--- src/rtl/contador_m_updown.sv ---
// contador_m_updown -- modulo-M up/down counter with 74x163-style enables.
//
// Counts modulo M (never modulo 2**W), so Q always stays in 0..M-1.
// Priority on each rising clock edge: zera (clear), then ~ld (parallel load,
// clamped to M-1), then ent&enp (count in direction 'up'), else hold.
//
// Optional build macro: CONTADOR_M_SAT_EN
//   undefined (default): the count wraps at the terminal value and 'wrap'
//                        pulses for one cycle after each wrapping edge.
//   defined            : the count saturates at M-1 (up) or 0 (down) and
//                        'wrap' is constant 0.
//
// Parameters:
//   W  counter width in bits (W >= 2)
//   M  counting modulus (2 <= M <= 2**W)
//
// Ports:
//   clock  rising-edge clock
//   clr    asynchronous active-low reset (Q=0, wrap=0)
//   zera   synchronous clear, active-high
//   ld     synchronous parallel load, active-low
//   ent    count enable T; also gates rco
//   enp    count enable P
//   up     direction, 1 = up, 0 = down
//   D      parallel load value
//   Q      registered count value
//   rco    combinational ripple carry: ent AND Q at terminal value for 'up'
//   meio   combinational flag: Q == M/2
//   wrap   registered one-cycle pulse after a wrapping edge
module contador_m_updown #(
  parameter int W = 4,
  parameter int M = 16
) (
  input  logic         clock,
  input  logic         clr,
  input  logic         zera,
  input  logic         ld,
  input  logic         ent,
  input  logic         enp,
  input  logic         up,
  input  logic [W-1:0] D,
  output logic [W-1:0] Q,
  output logic         rco,
  output logic         meio,
  output logic         wrap
);

  // M may equal 2**W, which does not fit in W bits; the load comparison is
  // done one bit wider so that every D is below M in that case.
  localparam logic [W-1:0] QMAX  = W'(M - 1);
  localparam logic [W-1:0] QHALF = W'(M / 2);
  localparam logic [W:0]   MODW  = (W + 1)'(M);

  logic [W-1:0] q_reg, q_next;
  logic         wrap_reg, wrap_next;

  always_ff @(posedge clock or negedge clr) begin
    if (!clr) begin
      q_reg    <= '0;
      wrap_reg <= 1'b0;
    end else begin
      q_reg    <= q_next;
      wrap_reg <= wrap_next;
    end
  end

  always_comb begin
    q_next    = q_reg;
    wrap_next = 1'b0;
    if (zera) begin
      q_next = '0;
    end else if (!ld) begin
      // Out-of-range load values clamp to the largest legal count.
      q_next = ({1'b0, D} < MODW) ? D : QMAX;
    end else if (ent && enp) begin
      if (up) begin
        if (q_reg == QMAX) begin
`ifdef CONTADOR_M_SAT_EN
          q_next    = QMAX;
`else
          q_next    = '0;
          wrap_next = 1'b1;
`endif
        end else begin
          q_next = q_reg + W'(1);
        end
      end else begin
        if (q_reg == '0) begin
`ifdef CONTADOR_M_SAT_EN
          q_next    = '0;
`else
          q_next    = QMAX;
          wrap_next = 1'b1;
`endif
        end else begin
          q_next = q_reg - W'(1);
        end
      end
    end
  end

  assign Q    = q_reg;
  assign wrap = wrap_reg;
  // Terminal value depends on the live 'up' input, so rco follows a
  // direction change immediately rather than on the next edge.
  assign rco  = ent & (up ? (q_reg == QMAX) : (q_reg == '0));
  assign meio = (q_reg == QHALF);

endmodule

--- config.mk ---
export PLATFORM = sky130hd
export DESIGN_NAME = contador_m_updown
export DESIGN_NICKNAME = d
export VERILOG_FILES = /design/src/rtl/contador_m_updown.sv
export SDC_FILE = /design/constraint.sdc
export NUM_CORES = 1
export LEC_CHECK = 0
export BUFFER_PORTS_ARGS = -buffer_cell sky130_fd_sc_hd__buf_4
export CAP_MARGIN = 20
export CELL_PAD_IN_SITES_DETAIL_PLACEMENT = 0
export CELL_PAD_IN_SITES_GLOBAL_PLACEMENT = 1
export CORE_MARGIN = 2
export CORE_UTILIZATION = 30
export DETAILED_ROUTE_END_ITERATION = 8
export PLACE_DENSITY = 0.78
export REMOVE_ABC_BUFFERS = 1
export SETUP_SLACK_MARGIN = 0.05
export SYNTH_ARGS = -nofsm -noshare
export SYNTH_HDL_FRONTEND = slang
export SYNTH_SLANG_ARGS = --single-unit
--- constraint.sdc ---
create_clock -name clock -period 1.6 [get_ports clock]
set_input_delay 0.16 -clock clock [delete_from_list [all_inputs] [get_ports clock]]
set_output_delay 0.16 -clock clock [all_outputs]
set_load 0.05 [all_outputs]
# Word level (Yosys, flattened, before mapping)
# Index checks and enable logic that the tools add are counted.
[word_totals]
elab_cells = 23
ff_bits = 5
in_bits = 11
[classes]
reduce_logical = 2
eq_ne = 3
n_mux = 13
add_sub_neg = 2
bitwise_logic = 1
[op_table]
columns = ["cell", "count"]
rows = [
  ["4-bit 2-to-1 mux", 6],
  ["4-bit == test, second input constant", 2],
  ["1-bit 2-to-1 mux", 7],
  ["4-bit by 1-bit adder with 4-bit output, second input constant", 1],
  ["4-bit logical NOT", 1],
  ["4-bit by 1-bit subtractor with 4-bit output, second input constant", 1],
  ["3-bit by 2-bit inequality test with 1-bit output, second input constant", 1],
  ["1-bit AND", 1],
  ["1-bit logical AND", 1],
]

# Longest topological paths before layout
# Gate-level depths: netlist of the first run.
[logic_depth]
ltp_word = 6
depth_mapped = 6

# Least setup slack after synthesis of the first run
# No wires, ideal clock.
[synth_timing]
path_kind = "register -> register"
start = "reg q_reg[0], in the netlist Q[0]"
end = "reg q_reg[3], in the netlist Q[3]"
arrival_ns = 1.689
n_path_buf = 0
setup_slack_ns = -0.210
setup_time_ns = 0.122
path_stages_with_launch = 7
synth_period_minus_slack_ns = 1.810
cell_sequence = "dfrtp_1 inv_1 ha_1 o21bai_1 a21oi_1 o311ai_1 a32o_1"
[synth_via]
elab_chain_len = 6
[synth_lines]
columns = ["element", "line_no", "text"]
rows = [
  ["start: declaration", "54", "logic [W-1:0] q_reg, q_next;"],
  ["start signal: assignment", "62", "q_reg <= q_next;"],
  ["4-bit by 1-bit subtractor with 4-bit output (tied with other cells)", "96", "q_next = q_reg - W'(1);"],
  ["4-bit 2-to-1 mux (on tied branches)", "88, 77", ""],
  ["4-bit 2-to-1 mux *", "76", "if (up) begin"],
  ["4-bit 2-to-1 mux *", "75", "end else if (ent && enp) begin"],
  ["4-bit 2-to-1 mux *", "72", "end else if (!ld) begin"],
  ["4-bit 2-to-1 mux *", "70", "if (zera) begin"],
]
# Mark *: on every way between the ends. The rest lies on a longest branch, timed or not. The select of a mux whose other input is x is not followed.
# A chain may end at the register's enable or synchronous reset.

# Worst setup path in the final report of the first run
[layout_timing]
start = "reg q_reg[0], in the netlist Q[0]"
end = "out rco"
[layout_via]
elab_chain_len = 3
[layout_lines]
columns = ["element", "line_no", "text"]
rows = [
  ["4-bit == test or 4-bit logical NOT (tied branches)", "106", "assign rco = ent & (up ? (q_reg == QMAX) : (q_reg == '0));"],
  ["1-bit 2-to-1 mux *", "106", ""],
  ["1-bit AND *", "106", ""],
  ["end: declaration", "43", "output logic rco,"],
]
# Mark *: on every way between the ends. The rest lies on a longest branch, timed or not.

==> impl_metrics.env, run 1 <==
export IMPL_status="finished clean"
export IMPL_root_buffer="clkbuf_4"
export IMPL_cts_tree="done"
export IMPL_period_share_pct=93.68
export IMPL_timing_hold_ws_ns=0.1146
export IMPL_leakagePower_nw=0.3147
export IMPL_grtUsageTotal_pct=16.67
export IMPL_start_kind="flip-flop"
export IMPL_relSlewSlack_pct=81.60
export IMPL_clock_skew_ns=0.003860
export IMPL_crit_arrival_ns=1.34
export IMPL_num_rows=13
export IMPL_utilization_pct=52.55
export IMPL_grt_util_met2_pct=28.23
export IMPL_hp_class="input port to flip-flop"
export IMPL_cts_max_level=1
export IMPL_wl_um=1084
export IMPL_grt_overflow_total=0
export IMPL_critPathLaunch="Q[0]$_DFFE_PN0P_"
export IMPL_use_met3_pct=3.333
export IMPL_largest_register_ffs=4
export IMPL_fin_crit_ns=1.499
export IMPL_nNetsFinal=87
export IMPL_worst_path_max_delay_cell="dfrtp_1"
export IMPL_intPower_mw=0.3158
export IMPL_grt_pass1_vias=419
export IMPL_worstHoldStart="zera"
export IMPL_grt_max_degree=11
export IMPL_portBuffers=17
export IMPL_syn_area_um2=391.6
export IMPL_maxCapViolations=0
export IMPL_worst_pin_slew_ns=0.2722
export IMPL_clockBufferDepth=2
export IMPL_grt_pass1_wl_um=1787
export IMPL_yosys_top_cells_count="dfrtp_1, nor2_1, a21oi_1, inv_1"
export IMPL_yosys_warnings=0
export IMPL_synth_top_area_cell="dfrtp_1"
export IMPL_start_util_pct=31.27
export IMPL_antenna_cells=0
export IMPL_hpwl_um=763.8
export IMPL_cp_max_fo=3
export IMPL_via_count=431
export IMPL_wl_per_cell_um=12.32
export IMPL_place_congestion=0.7590
export IMPL_ys_seq_area_share_pct=31.95
export IMPL_area_growth_pct=68.05
export IMPL_switchingPower_mw=0.1666
export IMPL_clk_latency_ns=0.24
export IMPL_synth_edff_count=0
export IMPL_pwr_share_comb_pct=39.2
export IMPL_core_area_um2=1252
export IMPL_async_reset_ff_share_pct=100.0
export IMPL_max_freq_mhz=667.2
export IMPL_clkPwrFrac_pct=30.4
export IMPL_dieArea_um2=1610
export IMPL_end_kind="primary output"
export IMPL_cp_cell_sequence="ha_2, nand2_2, o21ai_2, and2_4, buf_8"
export IMPL_swShare_pct=34.54
export IMPL_ant_nets=0
export IMPL_pwr_share_seq_pct=30.3
export IMPL_hold_viol=0
export IMPL_postSynthCellCount=45
export IMPL_synth_top_area_share_pct=31.95
export IMPL_timing_rr_start="Q[0]$_DFFE_PN0P_"
export IMPL_powerDensity_nw_per_um2=733.0
export IMPL_vdd_drop_max_mv=0.3217
export IMPL_numCtsBuffers=3
export IMPL_drc_errors=0
export IMPL_busiest_layer="met2"
export IMPL_ys_ff_latch=5
export IMPL_pin_count=18
export IMPL_nFillCells=127
export IMPL_antenna_found_initial=0
export IMPL_cts_sinks=5
export IMPL_use_met1_pct=20.95
export IMPL_chipWidth_um=40.13
export IMPL_finalMaxSlewViolations=0
export IMPL_synth_area_per_cell_um2=8.703
export IMPL_first_iter_violations=10
export IMPL_setup_viol=0
export IMPL_rsz0062_at_grt="yes"
export IMPL_drive_gt1_share_pct=52.05
export IMPL_cp_slowest_stage_delay_ns=0.38
export IMPL_clkSlewWorstSetupHoldPaths_ns=0.04
export IMPL_crit_type="flip-flop to primary output"
export IMPL_synth_ff_type="dfrtp_1"
export IMPL_synthTopCellsByArea="dfrtp_1, ha_1, a21oi_1"
export IMPL_synth_cell_type_count=25
export IMPL_drt_pass1_iter_count=3
export IMPL_die_y_um=40.13
export IMPL_required_ns=1.44
export IMPL_viasPerCell=4.898
==> per-layer routing <==
layer | vias to the layer above | part of all wire, %
met5 | - | 0
met4 | 0 | 0
met3 | 0 | 3.6
met2 | 12 | 50
met1 | 202 | 46
li1 | 217 | -
==> critical path, delay by kind of cell, from the launching register on <==
family / cells / cell delay, ns
flip-flops: 1 / 0.38
AND/OR/NAND/NOR: 2 / 0.22
adder cells (fa/ha/maj): 1 / 0.21
AO/OA/AOI/OAI: 1 / 0.14
buffers and inverters: 1 / 0.13
==> path summary, 6_finish.rpt <==
| path | end | slack [ns] | depth (start not counted) |
|---|---|---|---|
| worst max-delay path | rco | 0.10 | 5 |
| worst min-delay path | Q[2]$_DFFE_PN0P_ | 0.11 | 2 |
| worst max register to register | Q[3]$_DFFE_PN0P_ | 0.13 | 6 |
| worst min register to register | Q[3]$_DFFE_PN0P_ | 0.69 | 1 |
| max in group asynchronous | Q[2]$_DFFE_PN0P_ | 1.23 | 2 |
| min in group asynchronous | wrap$_DFF_PN0_ | 0.26 | 2 |
==> cell families after synthesis <==
logic type                 share of synthesized area (%)
and+or+nand+nor                                    26.20
AOI/OAI and AO/OA                                  24.60
DFF                                                31.95
buffers and inverters                              4.152
xor gates and xnor gates                           6.710
adders and majority gates                          6.389
==> metrics by stage <==
step / total power [mW] / instance area (µm²) / worst slack, ns / TNS (ns) / cells
after floorplan: 0.2397 / 386.6 / -0.2102 / -0.5787 / 44
after global placement: 0.3047 / 548.0 / 0.1416 / 0 / 78
after global routing: 0.5125 / 658.1 / 0.01851 / 0 / 88
final: 0.4824 / 658.1 / 0.1012 / 0 / 88
after CTS: 0.4721 / 619.3 / 0.05835 / 0 / 85
after detailed placement: 0.3053 / 548.0 / 0.1458 / 0 / 78
==> layout make-up <==
| cell class | count | area [µm²] | area share (%) |
|---|---|---|---|
| multi-input cells | 36 | 279.0 | 42.40 |
| repair buffers | 25 | 197.7 | 30.04 |
| flip-flops and latches | 5 | 125.1 | 19.01 |
| clock buffers | 4 | 26.28 | 3.992 |
| well taps | 15 | 18.77 | 2.852 |
| inverters | 3 | 11.26 | 1.711 |
==> power by group through the flow <==
stage	registers [mW]	logic (mW)	clock network (mW)
after floorplan	0.177	0.0630	0
after global placement	0.147	0.157	0
after detailed placement	0.147	0.158	0
after CTS	0.146	0.177	0.149
after global routing	0.148	0.204	0.161
final	0.146	0.189	0.147
==> layout by cell type (no fill, tap or decap), drive strengths merged, types with 2 or more instances in the layout <==
cell type,count
buf,24
and3,2
nand2b,2
xnor2,2
inv,3
dfrtp,5
nor2,5
clkbuf,4
a211oi,3
ha,2
nand3,2
a21oi,5
nand2,3
==> repair_timing <==
action / 4_1_cts / 5_1_grt
resized for setup: 6 / 6
hold buffers: 1 / 0
setup endpoints to repair: 1 / 1
pin swaps: 1 / 4
buffers inserted: 2 / 3
hold endpoints to repair: 5 / 0
Power figures use the tool's default switching activity.
==> inputs of run 2 (changes only) <==
==> constraint.sdc (replaced) <==
create_clock -name clock -period 1.4 [get_ports clock]
set_input_delay 0.14 -clock clock [delete_from_list [all_inputs] [get_ports clock]]
set_output_delay 0.14 -clock clock [all_outputs]
set_load 0.05 [all_outputs]
==> run 2 against run 1 <==
  * The flow now finishes with violations (negative setup slack)
  * Worst hold slack got worse by 0.047 ns
  * Critical path depth did not move
  * Worst setup slack worse by 0.17 ns
  * Clock power rose by 22%
  * Sequential share of layout area rose by 0.33 points
==> impl_metrics.env, run 2 (synthesized netlist as in run 1, its figures left out) <==
export IMPL_route_met2_wl_um=490
export IMPL_swShare_pct=35.45
export IMPL_via_count=420
export IMPL_violations="negative setup slack"
export IMPL_area_growth_pct=65.18
export IMPL_root_buffer="clkbuf_4"
export IMPL_worst_path_max_delay_cell="dfrtp_1"
export IMPL_largest_register_ffs=4
export IMPL_chipWidth_um=40.13
export IMPL_status="complete, but fails checks"
export IMPL_core_area_um2=1252
export IMPL_cts_max_level=1
export IMPL_worst_path_stages=5
export IMPL_path_buf_inv=1
export IMPL_worst_pin_slew_ns=0.2631
export IMPL_switchingPower_mw=0.1969
export IMPL_finalMaxSlewViolations=0
export IMPL_clockBufferDepth=2
export IMPL_end_kind="primary output"
export IMPL_intPower_mw=0.3585
export IMPL_hp_class="input port to flip-flop"
export IMPL_clock_skew_ns=0.005351
export IMPL_first_iter_violations=8
export IMPL_grtUsageTotal_pct=16.65
export IMPL_wl_per_cell_um=11.79
export IMPL_cts_tree="done"
export IMPL_crit_type="flip-flop to primary output"
export IMPL_reg2reg_depth=7
export IMPL_hpwl_um=769.5
export IMPL_cp_cell_sequence="ha_2, nand2_2, o21ai_2, and2_4, buf_8"
export IMPL_drive_gt1_share_pct=49.30
export IMPL_grt_pass1_vias=408
export IMPL_routed_top_layer="met4"
export IMPL_clkSlewWorstSetupHoldPaths_ns=0.05
export IMPL_viasPerCell=4.884
export IMPL_powerDensity_nw_per_um2=858.7
export IMPL_max_freq_mhz=679.1
export IMPL_final_cell_mix="buf_4, dfrtp_1, nor2_1, a21oi_1, clkbuf_4"
export IMPL_cts_sinks=5
export IMPL_grt_overflow_total=0
export IMPL_grt_max_degree=11
export IMPL_fin_ws_ns=-0.07253
export IMPL_holdPathStages=2
export IMPL_pin_count=18
export IMPL_pre_cts_slack_ns=0.004199
export IMPL_place_congestion=0.7903
export IMPL_period_share_pct=105.2
export IMPL_grt_pass1_wl_um=1711
export IMPL_pwr_share_comb_pct=37.6
export IMPL_cp_top_family="flip-flops"
export IMPL_num_rows=13
export IMPL_clkPwrFrac_pct=32.4
export IMPL_crit_arrival_ns=1.33
export IMPL_relSlewSlack_pct=82.21
export IMPL_finalPower_mw=0.5555
export IMPL_portBuffers=17
export IMPL_wl_um=1014
export IMPL_rsz0062_at_grt="yes"
export IMPL_numCtsBuffers=3
export IMPL_die_y_um=40.13
export IMPL_start_kind="flip-flop"
export IMPL_leakagePower_nw=0.3048
export IMPL_met3_length_um=52
export IMPL_nNetsFinal=85
export IMPL_drt_pass1_iter_count=3
export IMPL_drc_errors=0
export IMPL_vdd_drop_max_mv=0.4770
export IMPL_maxCapViolations=0
export IMPL_antenna_found_initial=0
export IMPL_hold_viol=0
export IMPL_wirelength_met1_um=455
export IMPL_ant_nets=0
export IMPL_setup_viol=2
export IMPL_clk_latency_ns=0.26
export IMPL_final_common_cell="buf_4"
export IMPL_cp_slowest_stage_delay_ns=0.38
export IMPL_fin_crit_ns=1.473
export IMPL_pwr_share_seq_pct=30.0
export IMPL_start_util_pct=31.27
export IMPL_required_ns=1.26
export IMPL_cp_max_fo=4
export IMPL_dieArea_um2=1610
export IMPL_antenna_cells=0
run 2: routing by layer:
layer | global-route usage [%] | vias up
met4 | 5.172 | 0
met2 | 27.02 | 13
met1 | 18.86 | 189
li1 | - | 216
met3 | 8.333 | 2
met5 | 0 | -
run 2: stage by stage:
step	hold WS, ns	instances	area [µm²]	util (%)	TNS (ns)
after floorplan	-0.1556	44	386.6	-	-1.630
after global placement	-0.05071	80	563.0	44.96	0
after detailed placement	-0.05046	80	563.0	44.96	0
after CTS	0.06318	86	634.4	50.65	-0.2030
after global routing	0.05181	86	646.9	51.65	-0.3885
final	0.06760	86	646.9	51.65	-0.1374
run 2: final cells by class:
type / count / area [µm²]
Clock buffer: 4 / 26.28
Fill cell: 128 / 605.6
Inverter: 3 / 11.26
Multi-Input combinational cell: 36 / 279.0
Sequential cell: 5 / 125.1
Tap cell: 15 / 18.77
Timing Repair Buffer: 23 / 186.4
run 2: path summary, 6_finish.rpt:
kind                       slack [ns]          endpoint              from
hold / removal                   0.07  Q[2]$_DFFE_PN0P_              zera
hold reg to reg                  0.66  Q[1]$_DFFE_PN0P_  Q[1]$_DFFE_PN0P_
min in group asynchronous        0.23  Q[2]$_DFFE_PN0P_               clr
setup / recovery                -0.07               rco  Q[1]$_DFFE_PN0P_
max in group asynchronous        1.05  Q[1]$_DFFE_PN0P_               clr
setup reg to reg                -0.06  Q[3]$_DFFE_PN0P_  Q[1]$_DFFE_PN0P_
run 2: what timing repair did:
item / 4_1_cts / 5_1_grt
pin swaps: 11 / 2
setup endpoints to repair: 3 / 5
hold buffers: 1 / 0
hold endpoints to repair: 5 / 0
gates resized for setup: 10 / 2
setup buffers: 1 / 0
run 2: power by group through the flow:
stage,Clock (mW),Combinational [mW],Sequential [mW]
finish,0.180,0.209,0.167
CTS,0.187,0.203,0.167
global placement,0,0.184,0.168
floorplan,0,0.0720,0.202
detailed placement,0,0.183,0.168
global route,0.205,0.224,0.168
